==> config.mk <==
export PLATFORM = sky130hd
export DESIGN_NAME = crack_sched
export DESIGN_NICKNAME = d
export VERILOG_FILES = /design/src/rtl/crack_sched.sv
export SDC_FILE = /design/constraint.sdc
export NUM_CORES = 1
export LEC_CHECK = 0
export ABC_AREA = 1
export BUFFER_PORTS_ARGS = -buffer_cell sky130_fd_sc_hd__buf_2
export CAP_MARGIN = 15
export CORE_ASPECT_RATIO = 1.2
export CORE_MARGIN = 1
export CORE_UTILIZATION = 48
export CTS_CLUSTER_DIAMETER = 40
export CTS_CLUSTER_SIZE = 30
export DETAILED_ROUTE_END_ITERATION = 10
export PLACE_DENSITY_LB_ADDON = 0.12
export SETUP_SLACK_MARGIN = 0.3
export SYNTH_ARGS = -nofsm -noshare
export SYNTH_HDL_FRONTEND = slang
export SYNTH_SLANG_ARGS = --single-unit
==> constraint.sdc <==
create_clock -name clk_i -period 2.6 [get_ports clk_i]
set_clock_uncertainty 0.05 [all_clocks]
set_input_delay 0.52 -clock clk_i [delete_from_list [all_inputs] [get_ports clk_i]]
set_output_delay 0.52 -clock clk_i [all_outputs]
set_load 0.05 [all_outputs]
==> src/rtl/crack_sched.sv <==
// Launches NCORES crack cores, takes the first valid key, aborts the losers,
// and round-robin shares a single ct_mem read port among the cores.
module crack_sched #(
  parameter int NCORES = 2,
  parameter int ADDR_W = 8,
  parameter int DATA_W = 8,
  parameter int KEY_W  = 24,
  parameter int RD_LAT = 1
) (
  input  logic                     clk_i,
  input  logic                     rst_ni,
  input  logic                     en_i,
  output logic                     rdy_o,
  output logic [KEY_W-1:0]         key_o,
  output logic                     key_valid_o,
  output logic [NCORES-1:0]        core_en_o,
  output logic [NCORES-1:0]        core_abort_o,
  input  logic [NCORES-1:0]        core_rdy_i,
  input  logic [NCORES*KEY_W-1:0]  core_key_i,
  input  logic [NCORES-1:0]        core_key_valid_i,
  input  logic [NCORES-1:0]        core_ct_req_i,
  input  logic [NCORES*ADDR_W-1:0] core_ct_addr_i,
  output logic [NCORES-1:0]        core_ct_gnt_o,
  output logic [NCORES-1:0]        core_ct_rvalid_o,
  output logic [DATA_W-1:0]        core_ct_rddata_o,
  output logic [ADDR_W-1:0]        ct_addr_o,
  input  logic [DATA_W-1:0]        ct_rddata_i
);

  localparam int PTR_W = $clog2(NCORES);

  typedef enum logic [1:0] {IDLE, LAUNCH, RUN, DRAIN} state_e;

  state_e              state_q;
  logic                rdy_q;
  logic                key_valid_q;
  logic [KEY_W-1:0]    key_q;
  logic [NCORES-1:0]   core_en_q;
  logic [NCORES-1:0]   core_abort_q;
  logic [NCORES-1:0]   started_q;
  logic [NCORES-1:0]   done_q;

  logic [NCORES-1:0]   started_d;
  logic [NCORES-1:0]   done_d;
  logic [NCORES-1:0]   finish;
  logic [NCORES-1:0]   win_vec;
  logic                win_any;
  logic [KEY_W-1:0]    win_key;

  logic [PTR_W-1:0]    rr_q;
  logic [ADDR_W-1:0]   ct_addr_q;
  logic [NCORES-1:0]   rv_pipe_q [RD_LAT];
  logic [NCORES-1:0]   gnt;
  logic                gnt_any;
  int                  gnt_idx;
  int                  idx;

  // A core counts as finished only once it has been seen busy in this run.
  always_comb begin
    started_d = started_q | ~core_rdy_i;
    finish    = core_rdy_i & started_q & ~done_q;
    done_d    = done_q | finish;
    win_vec   = finish & core_key_valid_i;
    win_any   = |win_vec;
    win_key   = '0;
    for (int i = NCORES - 1; i >= 0; i--) begin
      if (win_vec[i]) win_key = core_key_i[i*KEY_W +: KEY_W];
    end
  end

  always_ff @(posedge clk_i or negedge rst_ni) begin
    if (!rst_ni) begin
      state_q      <= IDLE;
      rdy_q        <= 1'b1;
      key_q        <= '0;
      key_valid_q  <= 1'b0;
      core_en_q    <= '0;
      core_abort_q <= '0;
      started_q    <= '0;
      done_q       <= '0;
    end else begin
      core_en_q    <= '0;
      core_abort_q <= '0;
      case (state_q)
        IDLE: begin
          if (en_i) begin
            state_q     <= LAUNCH;
            rdy_q       <= 1'b0;
            key_q       <= '0;
            key_valid_q <= 1'b0;
            started_q   <= '0;
            done_q      <= '0;
          end
        end
        LAUNCH: begin
          if (&core_rdy_i) begin
            core_en_q <= '1;
            state_q   <= RUN;
          end
        end
        RUN: begin
          started_q <= started_d;
          done_q    <= done_d;
          if (win_any) begin
            key_q        <= win_key;
            key_valid_q  <= 1'b1;
            core_abort_q <= ~done_d;
            state_q      <= DRAIN;
          end else if (&done_d) begin
            key_q       <= '0;
            key_valid_q <= 1'b0;
            rdy_q       <= 1'b1;
            state_q     <= IDLE;
          end
        end
        DRAIN: begin
          if (&core_rdy_i) begin
            rdy_q   <= 1'b1;
            state_q <= IDLE;
          end
        end
        default: state_q <= IDLE;
      endcase
    end
  end

  // Grant is combinational so a core can drop its request on the grant edge.
  always_comb begin
    gnt     = '0;
    gnt_any = 1'b0;
    gnt_idx = 0;
    idx     = 0;
    for (int k = 0; k < NCORES; k++) begin
      idx = int'(rr_q) + k;
      if (idx >= NCORES) idx = idx - NCORES;
      if (!gnt_any && core_ct_req_i[idx]) begin
        gnt_any = 1'b1;
        gnt_idx = idx;
      end
    end
    gnt_any = gnt_any & rst_ni;
    if (gnt_any) gnt[gnt_idx] = 1'b1;
  end

  always_ff @(posedge clk_i or negedge rst_ni) begin
    if (!rst_ni) begin
      rr_q      <= '0;
      ct_addr_q <= '0;
      for (int s = 0; s < RD_LAT; s++) rv_pipe_q[s] <= '0;
    end else begin
      if (gnt_any) begin
        rr_q      <= PTR_W'((gnt_idx + 1) % NCORES);
        ct_addr_q <= core_ct_addr_i[gnt_idx*ADDR_W +: ADDR_W];
      end
      rv_pipe_q[0] <= gnt;
      for (int s = 1; s < RD_LAT; s++) rv_pipe_q[s] <= rv_pipe_q[s-1];
    end
  end

  assign rdy_o            = rdy_q;
  assign key_o            = key_q;
  assign key_valid_o      = key_valid_q;
  assign core_en_o        = core_en_q;
  assign core_abort_o     = core_abort_q;
  assign core_ct_gnt_o    = gnt;
  assign core_ct_rvalid_o = rv_pipe_q[RD_LAT-1];
  assign core_ct_rddata_o = ct_rddata_i;
  assign ct_addr_o        = ct_addr_q;

endmodule
=== Word level (Yosys, flattened, before mapping) ===
Cells that the tools add are included.

* Flip-flop bits (word level): 47
* Input port bits: 81
* Word-level logic and storage cells: 95

* Add/subtract/negate cells: 4
* $lt $le $gt $ge: 6
* Equal/unequal tests: 9
* Shifts and indexed selects: 1
* Multiplexer cells: 42
* Bitwise logic cells: 9
* Reduce and logical (&&, ||, !) cells: 13

{| class="wikitable"
|+ Operators by type and width
! kind !! number
|-
| $mux 32 || 4
|-
| $mux 24 || 5
|-
| $lt 32x3->1 const B || 3
|-
| $pmux 24 s2 || 1
|-
| $ge 32x1->1 const B || 1
|-
| $shiftx 16x32->8 || 1
|-
| $mux 2 || 11
|-
| $mux 1 || 15
|-
| $ne 2x2->1 const B || 5
|-
| $pmux 2 s2 || 2
|-
| $pmux 2 s4 || 1
|-
| $and 2x2->2 || 3
|-
| $not 2->2 || 3
|-
| $reduce_and 2->1 || 3
|-
| $reduce_and 5->1 || 1
|-
| $eq 2x2->1 const B || 2
|-
| $or 2x2->2 || 2
|-
| $reduce_and 4->1 || 1
|-
| $ne 3x3->1 const B || 1
|-
| $pmux 1 s3 || 1
|-
| $reduce_and 3->1 || 1
|-
| $reduce_bool 3->1 || 1
|-
| $sub 1x2->3 const B || 1
|-
| $sub 2x2->3 const B || 1
|-
| other kinds (13) || 14
|}

=== Depth between registers and ports, before layout ===
Gate-level depths: netlist of the first run.

* Depth in word-level cells: 14
* Depth in mapped cells: 9
* Gate-level depth less buffers: 9

=== Worst setup path before layout of the first run ===
OpenSTA, ideal clock, no wires.

* Kind: input to output
* Start: in core_ct_req_i[0]
* End: out core_ct_gnt_o[1]
* Arrival: 1.552 ns
* Data required time: 2.030 ns
* Setup slack: 0.478 ns
* Stages on the path: 3
* Path buffers: 0
* Path through: inv_1 > o21ai_0 > nor2_1

* Cells in the longest elaborated chain, start to end: 12
* Elaborated cells on any way between the ends: 19

{| class="wikitable"
|+ RTL lines
! element !! line !! RTL
|-
| from (decl) || 21 || <nowiki>input logic [NCORES-1:0] core_ct_req_i,</nowiki>
|-
| $mux 1 (implied by the code) (3 in a row) || 136 || <nowiki>if (!gnt_any && core_ct_req_i[idx]) begin</nowiki>
|-
| $mux 1 || 136 ||
|-
| $logic_not 1->1 || 136 ||
|-
| $logic_and 1x1->1 || 136 ||
|-
| $mux 32 || 136 ||
|-
| $ge 32x1->1 (implied by the code) / $lt 32x3->1 (equally long branches) || 142 || <nowiki>if (gnt_any) gnt[gnt_idx] = 1'b1;</nowiki>
|-
| $logic_and 1x1->1 (implied by the code) || 142 ||
|-
| $mux 1 (implied by the code) || 142 ||
|-
| $demux 1 s1 || 142 ||
|-
| $mux 2 (*) || 142 ||
|-
| to (decl) || 23 || <nowiki>output logic [NCORES-1:0] core_ct_gnt_o,</nowiki>
|}

Every way passes the cells marked *; elsewhere a longest branch is shown, timed or not. The select of a mux whose other input is x is not followed.

=== Final worst setup path of the first run ===
* Start: reg state_q[0]
* End: reg key_q[0] (netlist: key_o[0])

* Cells in the longest elaborated chain, start to end: 3
* Elaborated cells on any way between the ends: 7

{| class="wikitable"
|+ RTL lines
! element !! line !! RTL
|-
| from (decl) || 34 || <nowiki>state_e state_q;</nowiki>
|-
| from (signal assigned) || 73 || <nowiki>state_q <= IDLE;</nowiki>
|-
| from (signal assigned) || 87 || <nowiki>state_q <= LAUNCH;</nowiki>
|-
| from (signal assigned) || 98 || <nowiki>state_q <= RUN;</nowiki>
|-
| $eq 2x2->1 / $logic_not 2->1 (equally long branches) || 84 || <nowiki>case (state_q)</nowiki>
|-
| $ne 3x3->1 (no line), or another cell as far along || -- ||
|-
| $reduce_and 3->1 (no line) || -- ||
|-
| to (signal assigned) || 105 || <nowiki>key_q <= win_key;</nowiki>
|-
| to (decl) || 37 || <nowiki>logic [KEY_W-1:0] key_q;</nowiki>
|}

Several ways; a longest one is shown, not always the timed one.
A chain may end at the register's enable or synchronous reset.

==> impl_metrics.toml, run 1 <==
[run_status]
outcome = "complete, no violations"

[yosys]
netlist.area_leader.share_pct = 46.4
ys_warn_count = 0
synthFlopType = "dfrtp_1"
ys_ff_latch = 46
synthesis.nets = 414
async_flop_share_pct = 100
synthDistinctLibCells = 24
syn_area_per_cell_um2 = 7.40
syn_inst = 328
synth_area_leaders = "dfrtp_1, nand2_1, buf_4, inv_1, nor2_1"
synth_common_cells = "nand2_1, dfrtp_1, inv_1, nor2_1, buf_4"
synth_seq_area_share_pct = 47.5
yosysTopAreaCell = "dfrtp_1"
synth.most_common_cell = "nand2_1"
syn_area_um2 = 2430
synth-edff-count = 0

[sta]
timing.fmax_mhz = 506
setup_ws_ns = 0.623
period_needed_ns = 1.98
final-setup-viol-count = 0
hold_viol_final = 0
max_slew.worst_pin.slew_ns = 0.628
drv_slew = 0
period_share_pct = 76.1
holdWs_ns = 0.285
rsz0062_at_grt = "no"
relSlewSlack_pct = 57.9
tns_ns = 0

[global_routing]
gr-max-usage-layer = "met2"
grt_max_degree = 48
grt_pass1_vias = 1969
grtUsageMet1_pct = 25.3
gr-usage-met3_pct = 4.43
grt_use_met2_pct = 37.5
grt_util_all_layers_pct = 21.4
grt_overflow = 0
antenna_found_initial = 0
grt_pass1_wl_mm = 8.61

[route]
drt_first_pass_iters = 4
drcViolationCount = 0
wire_per_inst_um = 11.0
vias_per_cell = 4.58
drt_iter0_markers = 140
num_vias = 2277
antenna_left = 0
wl_mm = 5.48

[layout]
drive_above_1_share_pct = 32.3
diodes = 0
fin_nets = 522
areaGrowthSynthToFinish_pct = 26.5

[critical_path]
end_kind = "flop"
cp_max_fo = 25
path_class = "reg -> reg"
cp.arrival_ns = 2.15
cp_data_required_time_ns = 2.78
setup.worst_path.start_class = "flop"

[clock_tree]
postCtsSetupBuffers = 0
cts_buffers = 5
tritoncts = "yes"
clockBufferDepth = 2
clock_sinks = 46
cts.reportedPaths.clkPinSlew_ns = 0.08
cts-root-buf = "clkbuf_8"
clock_latency_ns = 0.29
cts.repair.resized = 0
hold_buffers = 0
htree_levels = 2

[power]
p_per_area_nw_per_um2 = 771
p_leak_nw = 1.99
max-vdd-ir-drop_mv = 0.599
finalPower_w = 0.00237

[placed_design]
io_buffers = 114
place_congestion = 0.736
dp_slack_ns = 0.548
place_hpwl_mm = 4.13

[floorplan]
die_y_um = 79.9
die_w_um = 66.9
rows = 28
start_util_pct = 49.5
core_region_area_um2 = 4900
ios = 131
die_area_um2 = 5350

[min_path]
worstHoldPathType = "in -> async"

[job]
maxCapViolCount = 0
==> layout make-up <==
| class | count | area [um^2] |
|---|---|---|
| Timing Repair Buffer | 118 | 601 |
| Sequential cell | 46 | 1150 |
| Tap cell | 60 | 75.1 |
| Multi-Input combinational cell | 243 | 1070 |
| Fill cell | 455 | 1830 |
| Clock buffer | 7 | 86.3 |
| Inverter | 22 | 82.6 |
| Clock inverter | 1 | 5.00 |
==> critical path, stage by stage (launching register included) <==
cell	delay, ns
dfrtp_1	0.45
inv_1	0.13
ha_1	0.39
nand2_2	0.16
o21ai_4	0.53
nand2_1	0.11
nand2_1	0.09
==> metal layers <==
layer  wire length, um  part of all wire [%]  up-vias
met1              2270                    41      997
li1                  -                     -     1197
met4                70                   1.3        0
met3               435                   7.9        5
met5                 0                     0        -
met2              2700                    49       78
==> final timing paths <==
| kind | endpoint | startpoint | slack (ns) | cells after the start |
|---|---|---|---|---|
| max | key_o[0] | state_q[0] | 0.62 | 6 |
| min | key_o[15] | rst_ni | 0.29 | 2 |
| max reg2reg | key_o[0] | state_q[0] | 0.62 | 6 |
| min reg2reg | key_o[15] | key_o[15] | 0.42 | 2 |
| max in group asynchronous | key_o[22] | rst_ni | 1.84 | 2 |
| min in group clk_i | ct_addr_o[2] | core_ct_addr_i[2] | 0.38 | 3 |
==> state kept, by name, indices dropped and copies added (netlist names) <==
name / cells
rdy_o: 1
key_valid_o: 1
state_q: 2
ct_addr_o: 8
core_ct_rvalid_o: 2
done_q: 2
rr_q: 1
key_o: 24
started_q: 2
core_abort_o: 2
core_en_o: 1
==> power breakdown <==
part           internal (W)  leakage, nW  switching, W  total [W]
registers          0.000821        0.615     0.0000679   0.000889
logic              0.000297         1.33      0.000750    0.00105
clock network      0.000214       0.0482      0.000220   0.000434
total               0.00133         1.99       0.00104    0.00237
==> cells by family (layout without fill, tap and decap cells) <==
| group | Yosys count | after routing | share of synthesized area, % |
|---|---|---|---|
| and+or+nand+nor | 226 | 226 | 37.7 |
| AOI/OAI and AO/OA | 12 | 12 | 3.81 |
| adders and majority gates | 5 | 5 | 2.58 |
| buffers and inverters | 39 | 148 | 8.45 |
| DFF | 46 | 46 | 47.5 |
==> through the flow <==
stage / instance area (um^2) / utilization, % / std cells
floorplan: 2430 / - / 328
global placement: 2980 / 60.8 / 489
detailed placement: 2980 / 60.8 / 489
CTS: 3070 / 62.6 / 497
global route: 3070 / 62.6 / 497
finish: 3070 / 62.6 / 497
==> layout by cell type (no fill, tap or decap) <==
cell type | synthesis | final
buf_4 | 11 | 4
clkinv_2 | 0 | 1
o21ai_4 | 2 | 2
o21ai_1 | 1 | 1
dfrtp_1 | 45 | 45
a211oi_2 | 1 | 1
nand2_4 | 3 | 3
inv_2 | 3 | 3
nor2_2 | 1 | 1
nand2_1 | 187 | 187
or2_2 | 2 | 2
nor2_8 | 1 | 1
nand3_1 | 10 | 10
nand2_2 | 2 | 2
nor2_1 | 19 | 19
clkbuf_8 | 0 | 6
buf_2 | 2 | 114
dfstp_2 | 1 | 1
a21o_1 | 1 | 1
ha_1 | 5 | 5
clkbuf_1 | 2 | 1
o21ai_0 | 4 | 4
a21oi_1 | 3 | 3
nand4_1 | 1 | 1
inv_1 | 19 | 19
(Power assumes the default switching activity.)
==> inputs of run 2 (changes only) <==
- CORE_UTILIZATION: 48 -> 40
- clock period: 2.6 -> 1.8 ns (I/O delays scaled with it)
==> impl_metrics.toml, run 2 (synthesis results as in run 1) <==
[run_status]
outcome = "complete, no violations"

[floorplan]
start_util_pct = 42.3
die_w_um = 73.1
rows = 30
die_y_um = 87.3
die_area_um2 = 6390
ios = 131
core_region_area_um2 = 5740

[critical_path]
cp_max_fo = 3
path_class = "reg -> out"
end_kind = "output port"
r2r-end = "key_o[3]"
reg2reg_depth = 8
rrSetupSlack_ns = 0.27
setup.worst_path.start_class = "flop"
r2r-start = "state_q[1]"
cp.arrival_ns = 1.16
cp_data_required_time_ns = 1.39

[global_routing]
grt_use_met2_pct = 37.0
grt_overflow = 0
grt_pass1_wl_mm = 10.3
antenna_found_initial = 0
grt_pass1_vias = 2222
grt_util_all_layers_pct = 21.4
gr-usage-met3_pct = 3.70
grt_max_degree = 47
gr-max-usage-layer = "met2"
grtUsageMet1_pct = 27.0

[route]
antenna_left = 0
drt_first_pass_iters = 4
num_vias = 2438
wire_per_inst_um = 12.6
drcViolationCount = 0
wl_mm = 6.83
vias_per_cell = 4.51
drt_iter0_markers = 153

[clock_tree]
clock_latency_ns = 0.29
clockBufferDepth = 2
tritoncts = "yes"
cts_buffers = 5
htree_levels = 2
cts-root-buf = "clkbuf_8"
cts.reportedPaths.clkPinSlew_ns = 0.08
clock_sinks = 46

[power]
p_comb_share_pct = 53.8
p_leak_nw = 2.16
swShare_pct = 42.8
finalPower_w = 0.00448
max-vdd-ir-drop_mv = 0.877
clkPwrFrac_pct = 17.5
switchingPower_w = 0.00192
seqPwrFrac_pct = 28.7
p_per_area_nw_per_um2 = 1260
intPower_w = 0.00256

[sta]
period_needed_ns = 1.57
final-setup-viol-count = 0
hold_viol_final = 0
drv_slew = 0
max_slew.worst_pin.slew_ns = 0.638
period_share_pct = 87.2
timing.fmax_mhz = 637
tns_ns = 0
rsz0062_at_grt = "yes"
relSlewSlack_pct = 57.2

[layout]
fin_cells = 540
most-common-layout-cells = "nand2_1, buf_2, dfrtp_1"
fin_nets = 546
mostFrequentLayoutCell = "nand2_1"
areaGrowthSynthToFinish_pct = 46.8
n_fill_cell = 554
multi_input_area_um2 = 1270
drive_above_1_share_pct = 43.5
diodes = 0
regArea_um2 = 1150
largest_reg_flops = 24

[job]
maxCapViolCount = 0

[placed_design]
placed_cells = 511
io_buffers = 114
place_congestion = 0.758
place_hpwl_mm = 4.33

[min_path]
worstHoldPathType = "in -> async"
## run 2: cell count changes in the layout (fill, tap and decap cells not counted), sizes merged
cell and change:
clkinv -1, nor2 +2, bufinv +1, o21ai +2, buf +19
## run 2: worst max-delay path, stage by stage (launching register included)
cell and delay [ns]:
dfrtp_1 0.42, a211oi_4 0.25, buf_6 0.20
## run 2: metal layers
metal	up-vias	share of wire (%)
met5	-	0
met2	81	50
met3	11	5.5
li1	1251	-
met1	1095	43
met4	0	1.7
## run 2: cell type report
class,count,area share (%)
sequential,46,32.4
inverter,22,2.46
clock inverter,1,0.843
tap,80,2.81
clock buffer,6,2.32
timing repair buffer,138,23.4
multi-input combinational,247,35.8
## run 2: through the flow
stage               utilization (%)  hold slack [ns]  setup WS (ns)  instance area, um^2
CTS                            58.6            0.149          0.232                 3370
global route                   62.0            0.197          0.172                 3560
global placement               53.2            0.400          0.116                 3060
floorplan                         -           0.0144          0.263                 2470
finish                         62.0            0.122          0.230                 3560
detailed placement             53.2            0.405         0.0366                 3060
## run 2: what timing repair did
action,in CTS,in global routing
setup endpoints to repair,34,32
hold buffers,0,0
pin swaps,2,40
cloned,3,2
gates resized for setup,13,44
setup buffers,12,5
## run 2: power by group through the flow
stage | Combinational (W) | Sequential, W | Clock [W]
3_5_place_dp | 0.00161 | 0.00130 | 0
2_1_floorplan | 0.000980 | 0.00163 | 0
4_1_cts | 0.00216 | 0.00128 | 0.000800
3_3_place_gp | 0.00158 | 0.00130 | 0
5_1_grt | 0.00259 | 0.00130 | 0.000852
6_report | 0.00241 | 0.00128 | 0.000784
## run 2: how the worst max path moves through the flow
stage               slack [ns]               end              from
floorplan                 0.26  core_ct_gnt_o[1]  core_ct_req_i[0]
global placement          0.12          key_o[0]     core_rdy_i[0]
detailed placement        0.04         key_o[20]        state_q[0]
CTS                       0.23  core_ct_gnt_o[0]              rr_q
global route              0.17  core_ct_gnt_o[0]              rr_q
finish                    0.23  core_ct_gnt_o[0]              rr_q
==> inputs of run 3 (changes only) <==
- BUFFER_PORTS_ARGS: -buffer_cell sky130_fd_sc_hd__buf_2 -> unset
- CORE_UTILIZATION: 40 -> 50
- CTS_BUF_LIST: unset -> sky130_fd_sc_hd__clkbuf_16
- DONT_BUFFER_PORTS: unset -> 1
==> impl_metrics.toml, run 3 (synthesis results as in run 1) <==
[run_status]
outcome = "complete, but fails checks"
failed_checks = "negative hold slack"

[critical_path]
cp_data_required_time_ns = 1.97
path_class = "reg -> reg"
cp_max_fo = 8
cp.arrival_ns = 1.71
reg2reg_depth = 8
setup.worst_path.start_class = "flop"
r2r-start = "state_q[1]"
rrSetupSlack_ns = 0.26
r2r-end = "key_o[0]"
end_kind = "flop"

[sta]
tns_ns = 0
period_share_pct = 85.7
timing.fmax_mhz = 649
rsz0062_at_grt = "yes"
period_needed_ns = 1.54
max_slew.worst_pin.slew_ns = 0.607
final-setup-viol-count = 0
relSlewSlack_pct = 59.2
drv_slew = 0
holdWs_ns = -0.276
hold_viol_final = 46

[global_routing]
grt_overflow = 0
grt_util_all_layers_pct = 23.4
gr-usage-met3_pct = 7.27
grt_pass1_vias = 1926
grtUsageMet1_pct = 25.4
gr-max-usage-layer = "met2"
grt_max_degree = 49
grt_pass1_wl_mm = 8.96
antenna_found_initial = 0
grt_use_met2_pct = 41.5

[floorplan]
die_y_um = 78.3
die_w_um = 65.6
start_util_pct = 52.4
ios = 131
rows = 27
die_area_um2 = 5140
core_region_area_um2 = 4630

[placed_design]
place_hpwl_mm = 3.70
place_congestion = 0.816
placed_cells = 376
io_buffers = 0

[route]
drcViolationCount = 0
drt_iter0_markers = 69
vias_per_cell = 4.99
wl_mm = 5.73
num_vias = 2006
drt_first_pass_iters = 6
wire_per_inst_um = 14.3
antenna_left = 0

[clock_tree]
clock_sinks = 46
htree_levels = 2
clock_latency_ns = 0.28
tritoncts = "yes"
cts-root-buf = "clkbuf_16"
clockBufferDepth = 2
cts.reportedPaths.clkPinSlew_ns = 0.06
cts_buffers = 5

[power]
intPower_w = 0.00237
switchingPower_w = 0.00176
p_per_area_nw_per_um2 = 1430
seqPwrFrac_pct = 39.3
swShare_pct = 42.7
p_comb_share_pct = 39.4
clkPwrFrac_pct = 21.2
p_leak_nw = 1.64
max-vdd-ir-drop_mv = 0.974

[layout]
most-common-layout-cells = "nand2_1, dfrtp_1, nand2_2, inv_1, nor2_1"
mostFrequentLayoutCell = "nand2_1"
diodes = 0
fin_nets = 429
drive_above_1_share_pct = 21.8
n_fill_cell = 425
areaGrowthSynthToFinish_pct = 18.8
multi_input_area_um2 = 1210
regArea_um2 = 1150
fin_cells = 402
largest_reg_flops = 24

[job]
maxCapViolCount = 0

[min_path]
worstHoldPathType = "in -> async"
-- run 3: power by group through the flow --
| stage | Combinational [W] | Clock, W | Sequential [W] |
|---|---|---|---|
| 2_1_floorplan | 0.000980 | 0 | 0.00163 |
| 3_3_place_gp | 0.00105 | 0 | 0.00165 |
| 3_5_place_dp | 0.00107 | 0 | 0.00165 |
| 4_1_cts | 0.00153 | 0.000905 | 0.00162 |
| 5_1_grt | 0.00180 | 0.000953 | 0.00164 |
| 6_report | 0.00163 | 0.000877 | 0.00163 |
-- run 3: through the flow --
stage          total power, W  setup WS [ns]  hold WS (ns)  cell area (um^2)  utilization [%]
4_1_cts               0.00406          0.240        -0.288              2830             61.1
3_3_place_gp          0.00270          0.113        0.0153              2480             53.5
3_5_place_dp          0.00272         0.0509        0.0154              2480             53.5
2_1_floorplan         0.00261          0.263        0.0144              2470                -
6_report              0.00414          0.258        -0.276              2880             62.3
5_1_grt               0.00439          0.193        -0.297              2880             62.3
-- run 3: repair_timing --
action,CTS,global route
gates resized for setup,25,9
setup buffers,11,3
setup endpoints to repair,33,33
gates cloned,3,1
endpoints found under the hold margin,46,46
pin swaps,15,13
-- run 3: per-layer routing --
layer  wire length (um)  up-vias
met5                  0        -
met4                 77        0
met3                388       10
met2               3040       82
met1               2230      894
li1                   -     1020
-- run 3: worst max-delay path by stage --
| stage | from | end | slack [ns] | cells after the start |
|---|---|---|---|---|
| after floorplan | core_ct_req_i[0] | core_ct_gnt_o[1] | 0.26 | 3 |
| final | state_q[1] | key_o[0] | 0.26 | 8 |
| after CTS | rr_q | core_ct_gnt_o[0] | 0.24 | 2 |
| after global routing | rr_q | core_ct_gnt_o[0] | 0.19 | 2 |
| after detailed placement | state_q[0] | key_o[1] | 0.05 | 6 |
| after global placement | state_q[0] | key_o[13] | 0.11 | 6 |
-- run 3: critical path, cell delays in order, from the launching register on --
cell,delay [ns]
dfrtp_2,0.42
inv_4,0.06
ha_4,0.16
o21ai_4,0.30
inv_4,0.11
o21ai_4,0.09
buf_6,0.16
nand2_1,0.05
nand2_1,0.07
-- run 3: final cells by class --
class                   instances  share of cell area, %
clock buffers                   5                   4.34
clock inverters                 3                  0.608
inverters                      22                   3.04
multi-input cells             247                   42.1
flip-flops and latches         46                   40.0
well taps                      58                   2.52
repair buffers                 21                   7.42
